## src/rtl/adc_sample_controller_pkg.sv

```systemverilog
// Shared definitions for the ADC sample controller: FSM state encoding,
// default timing constants and derived frame-length constants.
package adc_sample_controller_pkg;

  typedef enum logic [2:0] {
    ST_IDLE    = 3'd0,
    ST_SETUP   = 3'd1,
    ST_SHIFT   = 3'd2,
    ST_RELEASE = 3'd3,
    ST_TAIL    = 3'd4,
    ST_LATCH   = 3'd5,
    ST_QUIET   = 3'd6
  } state_t;

  localparam int DEF_CLK_DIV       = 4;
  localparam int DEF_FRAME_BITS    = 16;
  localparam int DEF_TAIL_PERIODS  = 2;
  localparam int DEF_QUIET_CYCLES  = 8;
  localparam int DEF_SAMPLE_PERIOD = 2000;
  localparam int DEF_DATA_W        = 16;

  // clk cycles with CS low: setup half-period, FRAME_BITS full periods, release half-period
  function automatic int cs_low_cycles(input int clk_div, input int frame_bits);
    return clk_div * (2 * frame_bits + 2);
  endfunction

  localparam int DEF_CS_LOW_CYCLES = cs_low_cycles(DEF_CLK_DIV, DEF_FRAME_BITS);
  localparam int DEF_TAIL_CYCLES   = 2 * DEF_CLK_DIV * DEF_TAIL_PERIODS;
  // busy cycles per frame: CS low + tail + latch + quiet
  localparam int DEF_FRAME_CYCLES  = DEF_CS_LOW_CYCLES + DEF_TAIL_CYCLES + 1 + DEF_QUIET_CYCLES;

endpackage

```

## src/rtl/adc_rate_timer.sv

```systemverilog
// Free-run sample-rate timer: counts 0..SAMPLE_PERIOD-1 while enabled,
// pulses tick on the wrap cycle, and is held at zero while disabled.
module adc_rate_timer
  import adc_sample_controller_pkg::*;
#(
  parameter int SAMPLE_PERIOD = DEF_SAMPLE_PERIOD
) (
  input  logic clk,
  input  logic reset,
  input  logic enable,
  output logic tick
);

  localparam int CNT_W = $clog2(SAMPLE_PERIOD + 1);
  localparam logic [CNT_W-1:0] CNT_LAST = CNT_W'(SAMPLE_PERIOD - 1);

  logic [CNT_W-1:0] count_reg;
  logic             wrap;

  assign wrap = (count_reg == CNT_LAST);
  assign tick = enable & wrap;

  // Period counter; cleared by reset and whenever free-run is disabled
  always_ff @(posedge clk) begin
    if (!reset) begin
      count_reg <= '0;
    end else if (!enable || wrap) begin
      count_reg <= '0;
    end else begin
      count_reg <= count_reg + CNT_W'(1);
    end
  end

endmodule

```

## src/rtl/adc_sample_controller.sv

```systemverilog
// Serial ADC frame sequencer: generates CS/SCLK for the shift-register
// receiver, adds trailing SCLK periods, latches the parallel word and
// strobes sample_valid. Optional build macro ADC_AVG4_EN replaces the raw
// word with the arithmetic mean of four consecutive frames.
module adc_sample_controller
  import adc_sample_controller_pkg::*;
#(
  parameter int CLK_DIV       = DEF_CLK_DIV,
  parameter int FRAME_BITS    = DEF_FRAME_BITS,
  parameter int TAIL_PERIODS  = DEF_TAIL_PERIODS,
  parameter int QUIET_CYCLES  = DEF_QUIET_CYCLES,
  parameter int SAMPLE_PERIOD = DEF_SAMPLE_PERIOD,
  parameter int DATA_W        = DEF_DATA_W
) (
  input  logic              clk,
  input  logic              reset,
  input  logic              enable,
  input  logic              start,
  input  logic              overrun_clr,
  input  logic [DATA_W-1:0] adc_data,
  output logic              CS,
  output logic              SCLK,
  output logic [DATA_W-1:0] sample,
  output logic              sample_valid,
  output logic              busy,
  output logic              overrun
);

  localparam int CNT_MAX  = (QUIET_CYCLES > CLK_DIV) ? QUIET_CYCLES : CLK_DIV;
  localparam int CNT_W    = $clog2(CNT_MAX + 1);
  localparam int HALF_MAX = 2 * ((FRAME_BITS > TAIL_PERIODS) ? FRAME_BITS : TAIL_PERIODS);
  localparam int HALF_W   = $clog2(HALF_MAX + 1);

  localparam logic [CNT_W-1:0]  DIV_LAST   = CNT_W'(CLK_DIV - 1);
  localparam logic [CNT_W-1:0]  QUIET_LAST = CNT_W'(QUIET_CYCLES - 1);
  localparam logic [HALF_W-1:0] SHIFT_LAST = HALF_W'(2 * FRAME_BITS - 1);
  localparam logic [HALF_W-1:0] TAIL_LAST  = HALF_W'(2 * TAIL_PERIODS - 1);

  state_t              state_reg, state_next;
  logic [CNT_W-1:0]    cnt_reg, cnt_next;     // cycles within a half-period / quiet gap
  logic [HALF_W-1:0]   half_reg, half_next;   // half-period index; odd = SCLK high
  logic                cs_reg, cs_next;
  logic                sclk_reg, sclk_next;
  logic                busy_reg, busy_next;
  logic [DATA_W-1:0]   sample_reg;
  logic                sample_valid_reg;
  logic                overrun_reg;
  logic                timer_tick;
  logic                trig;

  adc_rate_timer #(
    .SAMPLE_PERIOD(SAMPLE_PERIOD)
  ) u_rate_timer (
    .clk   (clk),
    .reset (reset),
    .enable(enable),
    .tick  (timer_tick)
  );

  assign trig = start | (enable & timer_tick);

  // Next-state logic; pin levels are decoded from the next state so CS/SCLK come straight from flops
  always_comb begin
    state_next = state_reg;
    cnt_next   = cnt_reg + CNT_W'(1);
    half_next  = half_reg;
    unique case (state_reg)
      ST_IDLE: begin
        cnt_next  = '0;
        half_next = '0;
        if (trig) state_next = ST_SETUP;
      end
      ST_SETUP: begin
        if (cnt_reg == DIV_LAST) begin
          cnt_next   = '0;
          half_next  = '0;
          state_next = ST_SHIFT;
        end
      end
      ST_SHIFT: begin
        if (cnt_reg == DIV_LAST) begin
          cnt_next = '0;
          if (half_reg == SHIFT_LAST) begin
            half_next  = '0;
            state_next = ST_RELEASE;
          end else begin
            half_next = half_reg + HALF_W'(1);
          end
        end
      end
      ST_RELEASE: begin
        if (cnt_reg == DIV_LAST) begin
          cnt_next   = '0;
          half_next  = '0;
          state_next = ST_TAIL;
        end
      end
      ST_TAIL: begin
        if (cnt_reg == DIV_LAST) begin
          cnt_next = '0;
          if (half_reg == TAIL_LAST) begin
            half_next  = '0;
            state_next = ST_LATCH;
          end else begin
            half_next = half_reg + HALF_W'(1);
          end
        end
      end
      ST_LATCH: begin
        cnt_next   = '0;
        state_next = ST_QUIET;
      end
      ST_QUIET: begin
        if (cnt_reg == QUIET_LAST) begin
          cnt_next   = '0;
          state_next = ST_IDLE;
        end
      end
      default: begin
        cnt_next   = '0;
        half_next  = '0;
        state_next = ST_IDLE;
      end
    endcase

    cs_next   = !((state_next == ST_SETUP) || (state_next == ST_SHIFT) || (state_next == ST_RELEASE));
    sclk_next = 1'b1;
    if ((state_next == ST_SHIFT) || (state_next == ST_TAIL)) sclk_next = half_next[0];
    busy_next = (state_next != ST_IDLE);
  end

  // State, counters and registered pin outputs
  always_ff @(posedge clk) begin
    if (!reset) begin
      state_reg <= ST_IDLE;
      cnt_reg   <= '0;
      half_reg  <= '0;
      cs_reg    <= 1'b1;
      sclk_reg  <= 1'b1;
      busy_reg  <= 1'b0;
    end else begin
      state_reg <= state_next;
      cnt_reg   <= cnt_next;
      half_reg  <= half_next;
      cs_reg    <= cs_next;
      sclk_reg  <= sclk_next;
      busy_reg  <= busy_next;
    end
  end

  // Sticky overrun: a dropped trigger sets it, and setting beats a simultaneous clear
  always_ff @(posedge clk) begin
    if (!reset) begin
      overrun_reg <= 1'b0;
    end else if (trig && (state_reg != ST_IDLE)) begin
      overrun_reg <= 1'b1;
    end else if (overrun_clr) begin
      overrun_reg <= 1'b0;
    end
  end

`ifdef ADC_AVG4_EN
  logic signed [DATA_W+1:0] acc_reg;
  logic signed [DATA_W+1:0] acc_sum;
  logic [1:0]               phase_reg;

  assign acc_sum = acc_reg + $signed({{2{adc_data[DATA_W-1]}}, adc_data});

  // Accumulate four latched words and publish their arithmetic mean on the fourth
  always_ff @(posedge clk) begin
    if (!reset) begin
      acc_reg          <= '0;
      phase_reg        <= '0;
      sample_reg       <= '0;
      sample_valid_reg <= 1'b0;
    end else begin
      sample_valid_reg <= 1'b0;
      if (state_reg == ST_LATCH) begin
        if (phase_reg == 2'd3) begin
          sample_reg       <= acc_sum[DATA_W+1:2];
          sample_valid_reg <= 1'b1;
          acc_reg          <= '0;
          phase_reg        <= '0;
        end else begin
          acc_reg   <= acc_sum;
          phase_reg <= phase_reg + 2'd1;
        end
      end
    end
  end
`else
  // Capture the receiver word once per frame and strobe it downstream
  always_ff @(posedge clk) begin
    if (!reset) begin
      sample_reg       <= '0;
      sample_valid_reg <= 1'b0;
    end else begin
      sample_valid_reg <= 1'b0;
      if (state_reg == ST_LATCH) begin
        sample_reg       <= adc_data;
        sample_valid_reg <= 1'b1;
      end
    end
  end
`endif

  assign CS           = cs_reg;
  assign SCLK         = sclk_reg;
  assign busy         = busy_reg;
  assign sample       = sample_reg;
  assign sample_valid = sample_valid_reg;
  assign overrun      = overrun_reg;

endmodule

```

## config.mk

```make
export PLATFORM = sky130hd
export DESIGN_NAME = adc_sample_controller
export DESIGN_NICKNAME = d
export VERILOG_FILES = /design/src/rtl/adc_sample_controller_pkg.sv /design/src/rtl/adc_rate_timer.sv /design/src/rtl/adc_sample_controller.sv
export SDC_FILE = /design/constraint.sdc
export NUM_CORES = 1
export LEC_CHECK = 0
export ABC_CLOCK_PERIOD_IN_PS = 3200
export CAP_MARGIN = 20
export CORE_MARGIN = 2
export CORE_UTILIZATION = 35
export CTS_BUF_LIST = sky130_fd_sc_hd__clkbuf_4
export CTS_CLUSTER_DIAMETER = 30
export DETAILED_ROUTE_END_ITERATION = 8
export GPL_TIMING_DRIVEN = 0
export PLACE_DENSITY = 0.65
export SLEW_MARGIN = 15
export SYNTH_ARGS = -nofsm -noshare
export SYNTH_HDL_FRONTEND = slang
export SYNTH_SLANG_ARGS = --single-unit
```

## constraint.sdc

```tcl
create_clock -name clk -period 3.2 [get_ports clk]
set_clock_uncertainty 0.2 [all_clocks]
set_input_delay 0.32 -clock clk [delete_from_list [all_inputs] [get_ports clk]]
set_output_delay 0.32 -clock clk [all_outputs]
set_load 0.005 [all_outputs]
```

### Yosys cells after proc, flatten, opt, wreduce, memory -nomap -nowiden

Index checks and enable logic that the tools add are counted.
Widths: inputs -> output; s select.

* flip-flop bits (word level): 45
* word-level logic and storage cells: 75

* add/subtract/negate cells: 3
* equal/unequal tests: 18
* muxes and demuxes: 21
* bitwise gates (word level): 5
* reductions and logical operators: 17

Operators with widths (number)
* $mux 6: 5
* $mux 3: 8
* $pmux 6 s4: 1
* $pmux 3 s7: 1
* $eq 3x2->1 const B: 4
* $eq 3x3->1 const B: 4
* $add 11x1->11 const B: 1
* $eq 11x11->1 const B: 1
* $mux 4: 2
* $pmux 4 s2: 1
* $add 6x1->6 const B: 1
* $eq 3x1->1 const B: 2
* $eq 6x2->1 const B: 1
* $eq 6x5->1 const B: 1
* $reduce_bool 3->1: 2
* $reduce_or 2->1: 3
* $add 4x1->4 const B: 1
* $eq 4x2->1 const B: 1
* $eq 4x3->1 const B: 1
* $logic_or 1x1->1: 4
* $ne 2x2->1 const B: 2
* $reduce_and 4->1: 1
* $reduce_or 4->1: 1
* $logic_not 3->1: 1
* 9 further kinds: 14

### Logic depth before layout (Yosys ltp)

* depth in word-level cells: 10
* gate-level depth with buffers: 7
* mapped depth without buffers: 6

### Modules after synthesis

From an unflattened synthesis, not the netlist that was laid out.

* cell total of the unflattened synthesis: 247
* area total of the unflattened synthesis: 2063.2 um^2

Modules (own cells, without submodules)
* adc_sample_controller: times used 1, cells each 188, area an instance 1512.7 um^2, seq. area each 680.7 um^2
* adc_rate_timer: times used 1, cells each 59, area an instance 550.5 um^2, seq. area each 220.2 um^2

### Worst setup path after synthesis

Ideal clock, no wire load.

* path type: register -> register
* from: reg half_reg[0]
* to: reg sclk_reg (netlist: SCLK)
* library setup time: 0.134 ns
* data arrival time: 1.808 ns
* required time: 2.866 ns
* path slack: 1.058 ns
* cell stages (with the launch flop): 8
* period minus slack after synthesis: 2.142 ns
* path through: dfxtp_1 -> ha_1 -> buf_6 -> nand2_1 -> or3_1 -> a32o_2 -> mux2i_1 -> or4b_1

* longest elaborated chain between the ends: 7
* elaborated cells between the ends (all ways): 18

Ends and longest elaborated chain
* from (decl): line adc_sample_controller.sv:41 `logic [HALF_W-1:0] half_reg, half_next;`
* from (signal assigned): line adc_sample_controller.sv:144 `half_reg <= half_next;`
* $eq 6x2->1 / $eq 6x5->1 (equally long branches): line adc_sample_controller.sv:101, adc_sample_controller.sv:83
* $mux 3, on equally long branches: line adc_sample_controller.sv:101, adc_sample_controller.sv:83
* $mux 3, on equally long branches: line adc_sample_controller.sv:99, adc_sample_controller.sv:81
* $pmux 3 s7: line adc_sample_controller.sv:67 `unique case (state_reg)`
* $eq 3x2->1 / $eq 3x3->1 (equally long branches): line adc_sample_controller.sv:128 `if ((state_next == ST_SHIFT) || (state_next == ST_TAIL)) sclk_next = half_next[0];`
* $logic_or 1x1->1: line adc_sample_controller.sv:128
* $reduce_and 2->1 (no line)
* to (signal assigned): line adc_sample_controller.sv:146 `sclk_reg <= sclk_next;`
* to (decl): line adc_sample_controller.sv:43 `logic sclk_reg, sclk_next;`

Parallel ways exist; a longest one is shown, timed or not. The select of a mux whose other input is x is not followed.
A chain may end at the register's enable or synchronous reset.

### Worst setup path after layout

Ends and elaborated chain as after synthesis.

==> results.ini <==
[status]
status=completed

[logic_synthesis]
ys_ff_latch=45
synth_nets=270
yosysUniqueCellTypes=54
synth_area_leaders=dfxtp_1, nand2_1, nor2_1
yosysWarnings=0
seq_area_frac_synth_pct=43.5
avgSynthCellArea_um2=8.42
syn_inst=246
synth_area_leader_cell=dfxtp_1
syn_area_mm2=0.00207
synth_edf_count=0
async_reset_ff_share_pct=0
synth_top_area_share_pct=43.5
synth-main-ff-cell=dfxtp_1

[final_layout]
multi_input_area_mm2=0.00109
regArea_um2=901
n_antenna_cell=0
drive_gt1_share_pct=6.78
final_core_util_pct=45.3
final_nets=318
n_fill_cell=609
syn2layout_area_growth_pct=27.2
largest_reg_flops=16

[timing]
final_hold_viol_count=0
slew_headroom_pct=64.5
drv_slew=0
final-setup-viol-count=0
post-route-period-util_pct=75.3
setup-tns-final_ps=0
worstMarginPinSlew_ps=532
setup_ws_ps=791
post-route-min-period_ps=2410
clock.fmax_mhz=415
timing.hold.ws_ps=256
rsz0062_at_grt=false

[worst_setup_path]
crit_path_start_kind=register
end_kind=register
worstSetupPathType=register to register
crit_arrival_ps=2450
critical_path.max_fanout=8
cp_slowest_stage_delay_ps=470
cp_cell_sequence=ha_1 -> buf_6 -> nand2_1 -> or3_1 -> a32o_2 -> mux2i_1 -> or4b_1
crit_required_ps=3250
worst_path_max_delay_cell=or4b_1

[global_routing]
grt_pass1_vias=1737
grt_pass1_wl_um=7520
antenna_found_initial=0
grt_max_degree=16
grt_overflow=0
grt_util_all_layers_pct=14.8

[cts]
clk_pin_slew_worst_paths_ps=130
cts_made_buffers=5
ctsHoldBuffers=0
clkSinkCount=45
post_cts_buffers=0
clk_latency_ps=360
clockRootBuffer=clkbuf_4
clockBufferDepth=2
post_cts_resized=0
htreeDepth=2
cts_tree=done

[route]
ant_nets=0
vias=1824
firstDrtPassIters=6
wirelength_um=4390
drc_errors=0
routedWlPerCell_um=11.9
drt_iter0_drc=61
vias_per_cell=4.93

[placement]
place_congestion=0.854
io_buffers=41
dp_hpwl_um=3250
dp_slack_ps=832

[floorplanning]
start_util_pct=35.6
rows=28
die_h_um=80.9
coreArea_mm2=0.00582
die_area_mm2=0.00655
dieWidth_um=80.9
pin_count=42

[power]
pwr-share-seq_pct=62.3
switching_share_pct=24.0
total_power_mw=0.915
p_int_mw=0.695
vdd_drop_max_v=0.000199
p_sw_mw=0.220
p_clk_share_pct=29.9
pwr-share-comb_pct=7.8
p_per_area_mw_per_mm2=347
p_leak_nw=0.906

[min_path]
hold_class=register to register

[flow_run]
max_cap_violations=0

-- worst paths after layout --
path | cells past startpoint | to | from | slack [ps]
max reg2reg | 7 | SCLK | half_reg[0] | 790
max | 7 | SCLK | half_reg[0] | 790
min reg2reg | 1 | u_rate_timer.count_reg[0] | u_rate_timer.count_reg[0] | 260
min | 1 | u_rate_timer.count_reg[0] | u_rate_timer.count_reg[0] | 260
-- synthesized netlist by cell type, types with 2 or more instances --
cell type,count
nand2_1,49
dfxtp_1,45
nor2_1,25
a21boi_1,10
nand3_1,9
a21boi_0,7
a21oi_1,7
clkbuf_1,7
xnor2_1,7
and3_1,6
nor3_1,5
o21ai_0,5
xor2_1,5
and2_1,3
buf_6,3
ha_1,3
inv_1,3
nor2b_1,3
a31oi_1,2
a41oi_1,2
buf_1,2
nand4_1,2
o21a_1,2
o21ai_1,2
o22ai_1,2
or3_1,2
-- through the flow --
step / cell area, um2 / instances
6_report: 2640 / 370
3_5_place_dp: 2580 / 362
2_1_floorplan: 2070 / 246
4_1_cts: 2640 / 370
5_1_grt: 2640 / 370
3_3_place_gp: 2580 / 362
-- critical path, delay by kind of cell (launching register included) --
family / cells / cell delay, ps
flops: 1 / 390
buf+inv: 1 / 120
mux: 1 / 240
compound gates: 1 / 270
fa+ha+maj: 1 / 170
simple gates: 3 / 900
-- per-layer routing --
layer  share of wire [%]  vias up  global-route usage, %
met5                   0        -                      0
met3                 4.8        9                   4.22
met2                  47       45                   24.9
met1                  46      825                   17.5
li1                    -      945                      -
met4                 1.8        0                   6.27
-- kinds of logic after synthesis --
logic type / Yosys count / share of synthesized area [%]
AND/OR/NAND/NOR: 122 / 29.1
AO/OA/AOI/OAI: 47 / 16.1
flip-flops: 45 / 43.5
buffers and inverters: 16 / 3.99
XOR/XNOR: 12 / 5.07
adder cells (fa/ha/maj): 3 / 1.81
multiplexers: 1 / 0.483
-- final cells by class --
cell class                      instances  area share (%)
Buffer                                 12            2.56
Clock buffer                            5            1.42
Clock inverter                          3           0.807
Inverter                                4           0.570
Multi-Input combinational cell        185            41.3
Sequential cell                        45            34.2
Tap cell                               75            3.56
Timing Repair Buffer                   41            15.6
-- cell usage in the layout, fill, tap and decap left out, drive strengths merged, types with 2 or more instances in the layout --
cell	instances
nand2	49
dfxtp	45
clkdlybuf4s50	41
nor2	26
a21boi	17
clkbuf	12
nand3	9
a21oi	8
xnor2	7
o21ai	7
and3	6
nor3	5
xor2	5
buf	5
inv	5
nor2b	3
and2	3
ha	3
or2	3
nand4	2
a41oi	2
a31oi	2
o22ai	2
o21a	2
or3	2
nor4	2
or2b	2
nor3b	2
-- power groups by stage --
| stage | clock [mW] | combinational (mW) | sequential, mW |
|---|---|---|---|
| floorplan | 0 | 0.0316 | 0.582 |
| detailed placement | 0 | 0.0717 | 0.582 |
| finish | 0.274 | 0.0714 | 0.570 |
| global placement | 0 | 0.0718 | 0.582 |
| global route | 0.311 | 0.0791 | 0.572 |
| CTS | 0.287 | 0.0723 | 0.570 |
(Power assumes the default switching activity.)
